File: config.mk
export PLATFORM = sky130hd
export DESIGN_NAME = hpdc_mem_req_arbiter
export DESIGN_NICKNAME = d
export VERILOG_FILES = /design/src/rtl/hpdc_mem_req_arbiter.sv
export SDC_FILE = /design/constraint.sdc
export NUM_CORES = 1
export LEC_CHECK = 0
export CAP_MARGIN = 20
export CORE_AREA = 5 5 674 676
export CTS_CLUSTER_DIAMETER = 120
export DETAILED_ROUTE_END_ITERATION = 16
export DIE_AREA = 0 0 679 681
export GPL_TIMING_DRIVEN = 1
export SLEW_MARGIN = 20
export SYNTH_ARGS = -nofsm -noshare
export SYNTH_HDL_FRONTEND = slang
export SYNTH_SLANG_ARGS = --single-unit
File: constraint.sdc
create_clock -name clk_i -period 2.6 [get_ports clk_i]
set_input_delay 0.78 -clock clk_i [delete_from_list [all_inputs] [get_ports clk_i]]
set_output_delay 0.78 -clock clk_i [all_outputs]
set_load 0.01 [all_outputs]
File: src/rtl/hpdc_mem_req_arbiter.sv
// Two-requester arbiter for the HPDcache memory read-request channel.
// Round-robin grant into a 1-entry registered output stage; the requester
// index is carried in the ID MSB and used to route response beats back.
// Per-requester outstanding counters throttle requesters and flag
// responses that arrive for a requester with nothing in flight.
module hpdc_mem_req_arbiter #(
    parameter int unsigned ADDR_WIDTH      = 40,
    parameter int unsigned ID_WIDTH        = 8,
    parameter int unsigned DATA_WIDTH      = 512,
    parameter int unsigned MAX_OUTSTANDING = 8
) (
    input  logic                  clk_i,
    input  logic                  rst_i,

    input  logic                  req0_valid_i,
    output logic                  req0_ready_o,
    input  logic [ADDR_WIDTH-1:0] req0_addr_i,
    input  logic [7:0]            req0_len_i,
    input  logic [2:0]            req0_size_i,
    input  logic [ID_WIDTH-2:0]   req0_id_i,

    input  logic                  req1_valid_i,
    output logic                  req1_ready_o,
    input  logic [ADDR_WIDTH-1:0] req1_addr_i,
    input  logic [7:0]            req1_len_i,
    input  logic [2:0]            req1_size_i,
    input  logic [ID_WIDTH-2:0]   req1_id_i,

    output logic                  mem_req_valid_o,
    input  logic                  mem_req_ready_i,
    output logic [ADDR_WIDTH-1:0] mem_req_addr_o,
    output logic [7:0]            mem_req_len_o,
    output logic [2:0]            mem_req_size_o,
    output logic [ID_WIDTH-1:0]   mem_req_id_o,

    input  logic                  mem_resp_valid_i,
    output logic                  mem_resp_ready_o,
    input  logic [ID_WIDTH-1:0]   mem_resp_id_i,
    input  logic [DATA_WIDTH-1:0] mem_resp_data_i,
    input  logic                  mem_resp_last_i,
    input  logic                  mem_resp_error_i,

    output logic                  resp0_valid_o,
    input  logic                  resp0_ready_i,
    output logic [ID_WIDTH-2:0]   resp0_id_o,
    output logic [DATA_WIDTH-1:0] resp0_data_o,
    output logic                  resp0_last_o,
    output logic                  resp0_error_o,

    output logic                  resp1_valid_o,
    input  logic                  resp1_ready_i,
    output logic [ID_WIDTH-2:0]   resp1_id_o,
    output logic [DATA_WIDTH-1:0] resp1_data_o,
    output logic                  resp1_last_o,
    output logic                  resp1_error_o,

    output logic                  idle_o,
    output logic                  err_o
);

    localparam int unsigned CntWidth = $clog2(MAX_OUTSTANDING + 1);
    localparam logic [CntWidth-1:0] CntMax = CntWidth'(MAX_OUTSTANDING);

    logic [1:0]            elig;
    logic [1:0]            grant;
    logic [1:0]            fire;
    logic [1:0]            dec;
    logic [1:0]            underflow;
    logic                  slot_free;
    logic                  resp_sel;
    logic                  resp_last_fire;

    logic [CntWidth-1:0]   cnt_q [2];
    logic [CntWidth-1:0]   cnt_d [2];
    logic                  rr_q;
    logic                  err_q;

    logic                  mem_req_valid_q;
    logic [ADDR_WIDTH-1:0] mem_req_addr_q;
    logic [7:0]            mem_req_len_q;
    logic [2:0]            mem_req_size_q;
    logic [ID_WIDTH-1:0]   mem_req_id_q;

    logic [ADDR_WIDTH-1:0] load_addr;
    logic [7:0]            load_len;
    logic [2:0]            load_size;
    logic [ID_WIDTH-1:0]   load_id;

    // Eligibility, round-robin grant and request handshakes
    always_comb begin
        elig[0]      = req0_valid_i & (cnt_q[0] < CntMax);
        elig[1]      = req1_valid_i & (cnt_q[1] < CntMax);
        slot_free    = ~mem_req_valid_q | mem_req_ready_i;
        grant[0]     = elig[0] & (~elig[1] | ~rr_q);
        grant[1]     = elig[1] & (~elig[0] | rr_q);
        fire         = grant & {2{slot_free}};
        req0_ready_o = fire[0];
        req1_ready_o = fire[1];
    end

    // Payload selected for the output stage; only one requester fires at a time
    always_comb begin
        if (fire[1]) begin
            load_addr = req1_addr_i;
            load_len  = req1_len_i;
            load_size = req1_size_i;
            load_id   = {1'b1, req1_id_i};
        end else begin
            load_addr = req0_addr_i;
            load_len  = req0_len_i;
            load_size = req0_size_i;
            load_id   = {1'b0, req0_id_i};
        end
    end

    // Response routing by ID MSB; zero latency pass-through
    always_comb begin
        resp_sel         = mem_resp_id_i[ID_WIDTH-1];
        resp0_valid_o    = mem_resp_valid_i & ~resp_sel;
        resp1_valid_o    = mem_resp_valid_i & resp_sel;
        mem_resp_ready_o = resp_sel ? resp1_ready_i : resp0_ready_i;
        resp0_id_o       = mem_resp_id_i[ID_WIDTH-2:0];
        resp1_id_o       = mem_resp_id_i[ID_WIDTH-2:0];
        resp0_data_o     = mem_resp_data_i;
        resp1_data_o     = mem_resp_data_i;
        resp0_last_o     = mem_resp_last_i;
        resp1_last_o     = mem_resp_last_i;
        resp0_error_o    = mem_resp_error_i;
        resp1_error_o    = mem_resp_error_i;
        resp_last_fire   = mem_resp_valid_i & mem_resp_ready_o & mem_resp_last_i;
        dec[0]           = resp_last_fire & ~resp_sel;
        dec[1]           = resp_last_fire & resp_sel;
    end

    // Outstanding counter next state; a completion with nothing in flight is
    // dropped (counter stays put) and reported as an underflow
    always_comb begin
        for (int n = 0; n < 2; n++) begin
            underflow[n] = dec[n] & (cnt_q[n] == '0);
            cnt_d[n]     = cnt_q[n] + CntWidth'(fire[n])
                           - CntWidth'(dec[n] & ~underflow[n]);
        end
    end

    // Counters, round-robin pointer and sticky error
    always_ff @(posedge clk_i) begin
        if (rst_i) begin
            cnt_q[0] <= '0;
            cnt_q[1] <= '0;
            rr_q     <= 1'b0;
            err_q    <= 1'b0;
        end else begin
            cnt_q[0] <= cnt_d[0];
            cnt_q[1] <= cnt_d[1];
            if (|fire) begin
                rr_q <= fire[0];
            end
            if (|underflow) begin
                err_q <= 1'b1;
            end
        end
    end

    // 1-entry output stage; drain and reload may happen in the same cycle
    always_ff @(posedge clk_i) begin
        if (rst_i) begin
            mem_req_valid_q <= 1'b0;
            mem_req_addr_q  <= '0;
            mem_req_len_q   <= '0;
            mem_req_size_q  <= '0;
            mem_req_id_q    <= '0;
        end else if (slot_free) begin
            mem_req_valid_q <= |fire;
            if (|fire) begin
                mem_req_addr_q <= load_addr;
                mem_req_len_q  <= load_len;
                mem_req_size_q <= load_size;
                mem_req_id_q   <= load_id;
            end
        end
    end

    // Registered outputs and status
    always_comb begin
        mem_req_valid_o = mem_req_valid_q;
        mem_req_addr_o  = mem_req_addr_q;
        mem_req_len_o   = mem_req_len_q;
        mem_req_size_o  = mem_req_size_q;
        mem_req_id_o    = mem_req_id_q;
        idle_o          = ~mem_req_valid_q & (cnt_q[0] == '0) & (cnt_q[1] == '0);
        err_o           = err_q;
    end

endmodule

==> results of run 1 <==
## through the flow
step,cells,util (%),area (µm²),TNS [ns]
final,6600,3.08,13800,0
after global placement,6559,2.98,13300,-20.30
after floorplan,1478,-,11700,-0.0245
after CTS,6580,3.06,13700,0
after global routing,6583,3.07,13700,0
after detailed placement,6559,2.98,13300,-21.65
## final cells by class
type / instances / area (µm²)
well taps: 5952 / 7450
clock buffers: 9 / 225
flip-flops and latches: 70 / 1410
fillers: 53400 / 434000
diodes: 20 / 50.0
repair buffers: 236 / 2360
multi-input cells: 233 / 1940
inverters: 73 / 277
clock inverters: 7 / 61.3
## timing repair
item,4_1_cts,5_1_grt
buffers inserted,4,0
endpoints found under the setup margin,5,6
resized for setup,21,6
gates cloned,1,0
hold endpoints to repair,0,0
pin swaps,1,0
## synthesized netlist by cell type
| cell | number | area, µm² |
|---|---|---|
| a2111oi_0 | 97 | 850 |
| a2111oi_1 | 19 | 190 |
| a21o_1 | 3 | 22.5 |
| a21oi_1 | 5 | 25.0 |
| a221oi_1 | 1 | 8.76 |
| and2_1 | 1 | 6.26 |
| and2b_1 | 1 | 7.51 |
| and3b_1 | 1 | 8.76 |
| and4_1 | 1 | 8.76 |
| and4b_1 | 1 | 10.0 |
| buf_2 | 16 | 80.1 |
| buf_4 | 1043 | 7830 |
| buf_6 | 4 | 45.0 |
| clkbuf_1 | 39 | 146 |
| dfxtp_1 | 70 | 1400 |
| fa_1 | 2 | 40.0 |
| ha_1 | 10 | 125 |
| inv_1 | 73 | 274 |
| mux2_2 | 3 | 33.8 |
| nand2_1 | 1 | 3.75 |
| nand2b_1 | 3 | 18.8 |
| nor2_1 | 8 | 30.0 |
| nor2b_1 | 8 | 50.1 |
| nor3_1 | 1 | 5.00 |
| nor3b_1 | 2 | 15.0 |
| nor3b_2 | 1 | 12.5 |
| nor4_1 | 58 | 363 |
| o21ai_0 | 1 | 5.00 |
| o31ai_1 | 1 | 7.51 |
| or3_1 | 2 | 12.5 |
| xor2_1 | 2 | 17.5 |
## worst min-delay path by stage
| stage | from | endpoint | slack [ns] | depth (start not counted) |
|---|---|---|---|---|
| floorplan | mem_req_addr_o[16]$_SDFFE_PP0P_ | mem_req_addr_o[16]$_SDFFE_PP0P_ | 0.48 | 2 |
| global placement | mem_req_addr_o[23]$_SDFFE_PP0P_ | mem_req_addr_o[23]$_SDFFE_PP0P_ | 0.44 | 2 |
| detailed placement | mem_req_addr_o[16]$_SDFFE_PP0P_ | mem_req_addr_o[16]$_SDFFE_PP0P_ | 0.45 | 2 |
| CTS | mem_req_addr_o[26]$_SDFFE_PP0P_ | mem_req_addr_o[26]$_SDFFE_PP0P_ | 0.47 | 2 |
| global route | mem_req_addr_o[18]$_SDFFE_PP0P_ | mem_req_addr_o[18]$_SDFFE_PP0P_ | 0.48 | 2 |
| finish | mem_req_addr_o[16]$_SDFFE_PP0P_ | mem_req_addr_o[16]$_SDFFE_PP0P_ | 0.47 | 2 |
## logic make-up (layout without fill, tap and decap cells)
| group | after synthesis | count (layout) | share of synthesized area [%] |
|---|---|---|---|
| AO/OA/AOI/OAI | 127 | 127 | 9.51 |
| AND/OR/NAND/NOR | 89 | 89 | 4.73 |
| other | 0 | 20 | 0 |
| adder cells (fa/ha/maj) | 12 | 12 | 1.42 |
| multiplexers | 3 | 3 | 0.290 |
| buffers and inverters | 1175 | 325 | 71.9 |
| flip-flops | 70 | 70 | 12.0 |
| XOR/XNOR | 2 | 2 | 0.150 |
## metal layers
metal  vias to the layer above  share of wire [%]  GRT usage, %
li1                       2110                  -             -
met1                      2882                 11          4.49
met2                      2350                 46          23.5
met3                       286                 39          26.7
met4                        36                4.0          4.88
met5                         -               0.24          1.07
## power by group
group          switching, mW  internal, mW
clock network           1.01         0.676
logic                   1.77          1.10
registers              0.184          1.32
total                   2.97          3.10
## worst reg2reg max path: stages (launching register included)
cell	delay [ns]
dfxtp_1	0.44
nand2b_4	0.17
buf_4	0.39
buf_4	0.56
a2111oi_0	0.29
a2111oi_0	0.40
## sequential cells by signal, indices dropped and copies added, names as in the netlist
signal           cells
mem_req_len_o        8
mem_req_valid_o      1
err_o                1
mem_req_id_o         8
rr_q                 1
mem_req_size_o       3
mem_req_addr_o      40
cnt_q                8
==> metrics.txt, run 1 <==
most frequent cells in the layout=clkdlybuf4s50_1 (157), a2111oi_0 (97), inv_1 (72); routability cong.=slightly above 0.7; max cap viols=0; Netlist Area Pre-Place=about 0.012 mm²; Initial Utilization=under 10%; Yosys cell types=31; Congestion Overflow GR=0; delay of the slowest cell on the worst path=0.37 ns; Setup crit start kind=input pin; Placement Setup Slack=-0.499 ns; clock-pin slew on the worst setup and hold paths=roughly 0.1 ns; HPWL Detailed=around 330 mm; Final Max Tran Viols=0; Setup violations, final=0; die area=0.462 mm²; synthesized flop and latch total=70; Final Hold Vio Count=0; Via-to-Cell Ratio=approximately 1.2; Worst Path Arrival=between 1.5 and 2 ns; clk sinks=70; CTS max path bufs=2; DIE WIDTH=679 µm; worst slew pin tran=approximately 0.74 ns; initial antenna violation count=35; power density over cell area=~440 mW/mm²; worst-path fanout max=2; PortBufs=about 190; CTS tree=yes; Cell Rows=approximately 250; critical path depth=6; Reg-to-Reg Start=cnt_q[0][3]$_SDFF_PP0_; Syn Inst Count=around 1500; largest net degree at the start of global routing=48; Global Route Usage Sum=between 10 and 15%; Worst Path Buf+Inv=4; status=complete, no violations; DRC Markers=0; Die H=approximately 680 µm; hold_buf cts=0; R2R depth=5; Worst Setup EP=req1_ready_o; vias=between 7000 and 8000; Crit. Startpoint=mem_req_ready_i; Leakage=~2.3 nW; Synth Warn #=0; RSZ-0062 raised after global routing=no; Req. time, crit path=~1.8 ns; Core ar.=around 0.45 mm²; flop-to-flop setup slack=0.20 ns; global-route wire length before repair=approximately 370 mm; Pwr Total=a little over 6 mW; number of DRC markers in iteration 0=620; Hold WS=approximately 0.47 ns; worst setup margin=about 0.028 ns; syn_area_per_cell=7.88 µm²; fin crit period=around 2.6 ns; CP top delay family=simple AND/OR/NAND/NOR gates; peak supply drop=352 µV; drt wl/cell=about 53 µm; register area share after synthesis=around 12%; later-pin clock latency in the skew report=between 0.4 and 0.5 ns; Fmax=roughly 0.4 GHz; first-pass iteration count of the detailed router=5; clock root buffer=clkbuf_16; Crit Reg-Reg Endpoint=mem_req_addr_o[12]$_SDFFE_PP0P_; routed wire length=348 mm; layout cell share with drive strength beyond 1=between 15 and 20%; Worst Skew=approximately 0.077 ns; Post-DRT Antenna Nets=0; Mapped Nets=~2100; Final period util=a little under 100%; Area growth syn-to-layout=18.1%; HP Class=flop to flop; sequence of cells on the critical path=buf_2 > and2b_4 > buf_6 > or3_4 > inv_4 > buf_12; critical path class=input pin to output pin; Final #Nets=between 1000 and 1500; critical path endpoint category=output pin; Top Ports=~1800; Slew HR=around half; CTS Buf Count=9; H-tree levels=3; CP max-delay cell=or3_4; vias in the first global route=~7000; most common cell after layout, fill and taps aside=clkdlybuf4s50_1
Power figures use the tool's default switching activity.
==> inputs of run 2 (changes only) <==
Settings changed: ABC_AREA from default to 0.
==> results of run 2 <==
The final DEF is identical to that of run 1; final timing and power are the same.
==> inputs of run 3 (changes only) <==
Settings changed: CELL_PAD_IN_SITES_DETAIL_PLACEMENT from default to 1, CELL_PAD_IN_SITES_GLOBAL_PLACEMENT from default to 2, CORE_AREA 5 5 674 676 to 5 5 680 682, DIE_AREA 0 0 679 681 to 0 0 685 687, PLACE_DENSITY_LB_ADDON from default to 0.1.
==> metrics.txt, run 3 (synthesis gave the netlist of run 1 again) <==
Leakage=2.41 nW; critical path endpoint category=output pin; drt wl/cell=30.6 µm; placed cell area=0.0136 mm²; R2R depth=12; area occupied by multi-input gates=~0.0020 mm²; Global Route Usage Sum=8.28%; final core utilization=approximately 3.1%; Finished Layout Cells=6638; Slew HR=40.0%; Final #Nets=between 1000 and 1500; fin crit period=approximately 2.6 ns; max FFs per register=40; fill count=~54000; routability cong.=~0.6; initial antenna violation count=19; Fmax=0.391 GHz; Die H=about 690 µm; clock-pin slew on the worst setup and hold paths=roughly 0.07 ns; CTS max path bufs=3; max cap viols=0; clk sinks=70; PortBufs=a little under 200; Finished Cell Area=0.0140 mm²; layout cell share with drive strength beyond 1=between 10% and 20%; later-pin clock latency in the skew report=approximately 0.56 ns; Worst Path Buf+Inv=2; Via-to-Cell Ratio=around 1.0; Congestion Overflow GR=0; Post-DRT Antenna Nets=0; H-tree levels=3; vias in the first global route=roughly 7400; first-pass iteration count of the detailed router=4; Cell Rows=between 200 and 250; routed wire length=approximately 200 mm; flip-flop and latch area=about 0.0014 mm²; Core ar.=around 0.46 mm²; power density over cell area=between 400 and 500 mW/mm²; CP max-delay cell=clkdlybuf4s50_1; DIE WIDTH=slightly below 700 µm; peak supply drop=311 µV; HP Class=flop to flop; vias=around 6800; Final Max Tran Viols=0; worst slew pin tran=between 0.9 and 1 ns; number of DRC markers in iteration 0=411; worst-path fanout max=2; delay of the slowest cell on the worst path=0.43 ns; Setup crit start kind=input pin; setup TNS=0 ns; most frequent cells in the layout=clkdlybuf4s50_1 (178), a2111oi_0 (97), inv_1 (70); Top Ports=between 1500 and 2000; HPWL Detailed=187 mm; Worst Skew=~0.030 ns; sequence of cells on the critical path=clkdlybuf4s50_1 > mux2_2 > dlygate4sd2_1; die area=0.471 mm²; most common cell after layout, fill and taps aside=clkdlybuf4s50_1; DRC Markers=0; largest net degree at the start of global routing=between 70 and 80; Area growth syn-to-layout=20.5%; clock root buffer=clkbuf_16; Initial Utilization=under 10%; CTS Buf Count=13; critical path class=input pin to output pin; critical path depth=3; Setup violations, final=0; Req. time, crit path=between 1.5 and 2 ns; CTS tree=yes; global-route wire length before repair=between 200 and 250 mm; status=complete, no violations; flop-to-flop setup slack=roughly 0.26 ns; Cell Count Post-Placement=around 6600; CP top delay family=buffers and inverters; hold path cells=2; Final period util=98.5%; Worst Path Arrival=between 1.5 and 2 ns; Final Hold Vio Count=0
## run 3: worst min-delay path: stages (launching register included)
cell and delay [ns]:
dfxtp_1 0.32, inv_1 0.05, a2111oi_1 0.06
## run 3: per-stage QoR
| stage | setup WS, ns | hold slack (ns) | power, mW |
|---|---|---|---|
| after floorplan | -0.0245 | 0.484 | 4.14 |
| after global placement | -0.825 | 0.458 | 4.48 |
| after detailed placement | -0.830 | 0.460 | 4.46 |
| after CTS | -0.0185 | 0.480 | 6.90 |
| after global routing | -0.0185 | 0.499 | 7.00 |
| final | 0.0394 | 0.472 | 6.39 |
## run 3: layer usage
layer  track usage [%]  wire (µm)  up-vias
li1                  -          -     2112
met4              4.02      10600       24
met3              13.2      68200      284
met5              1.58        983        -
met1              3.60      31100     2752
met2              13.1      92000     1616
## run 3: area by class of cell
type	instances	share of cell area, %
well taps	6000	53.5
repair buffers	241	17.6
multi-input cells	233	14.0
flip-flops and latches	70	10.0
clock buffers	16	2.61
inverters	73	1.97
clock inverters	1	0.214
diodes	4	0.0713
## run 3: final timing paths
kind | endpoint | startpoint
worst min register to register | mem_req_addr_o[24]$_SDFFE_PP0P_ | mem_req_addr_o[24]$_SDFFE_PP0P_
worst min-delay path | mem_req_addr_o[24]$_SDFFE_PP0P_ | mem_req_addr_o[24]$_SDFFE_PP0P_
worst max-delay path | mem_resp_ready_o | resp0_ready_i
worst max register to register | cnt_q[0][3]$_SDFF_PP0_ | cnt_q[0][3]$_SDFF_PP0_
## run 3: power by group
| part | total, mW | switching (mW) | internal, mW |
|---|---|---|---|
| Combinational | 2.84 | 1.60 | 1.23 |
| Clock | 2.03 | 0.938 | 1.09 |
| Sequential | 1.52 | 0.195 | 1.33 |
## run 3: timing repair
item                       CTS  global route
pin swaps                    3             2
setup endpoints to repair   38             6
gates resized for setup     45             6
hold buffers                 0             0
buffers inserted             3             0
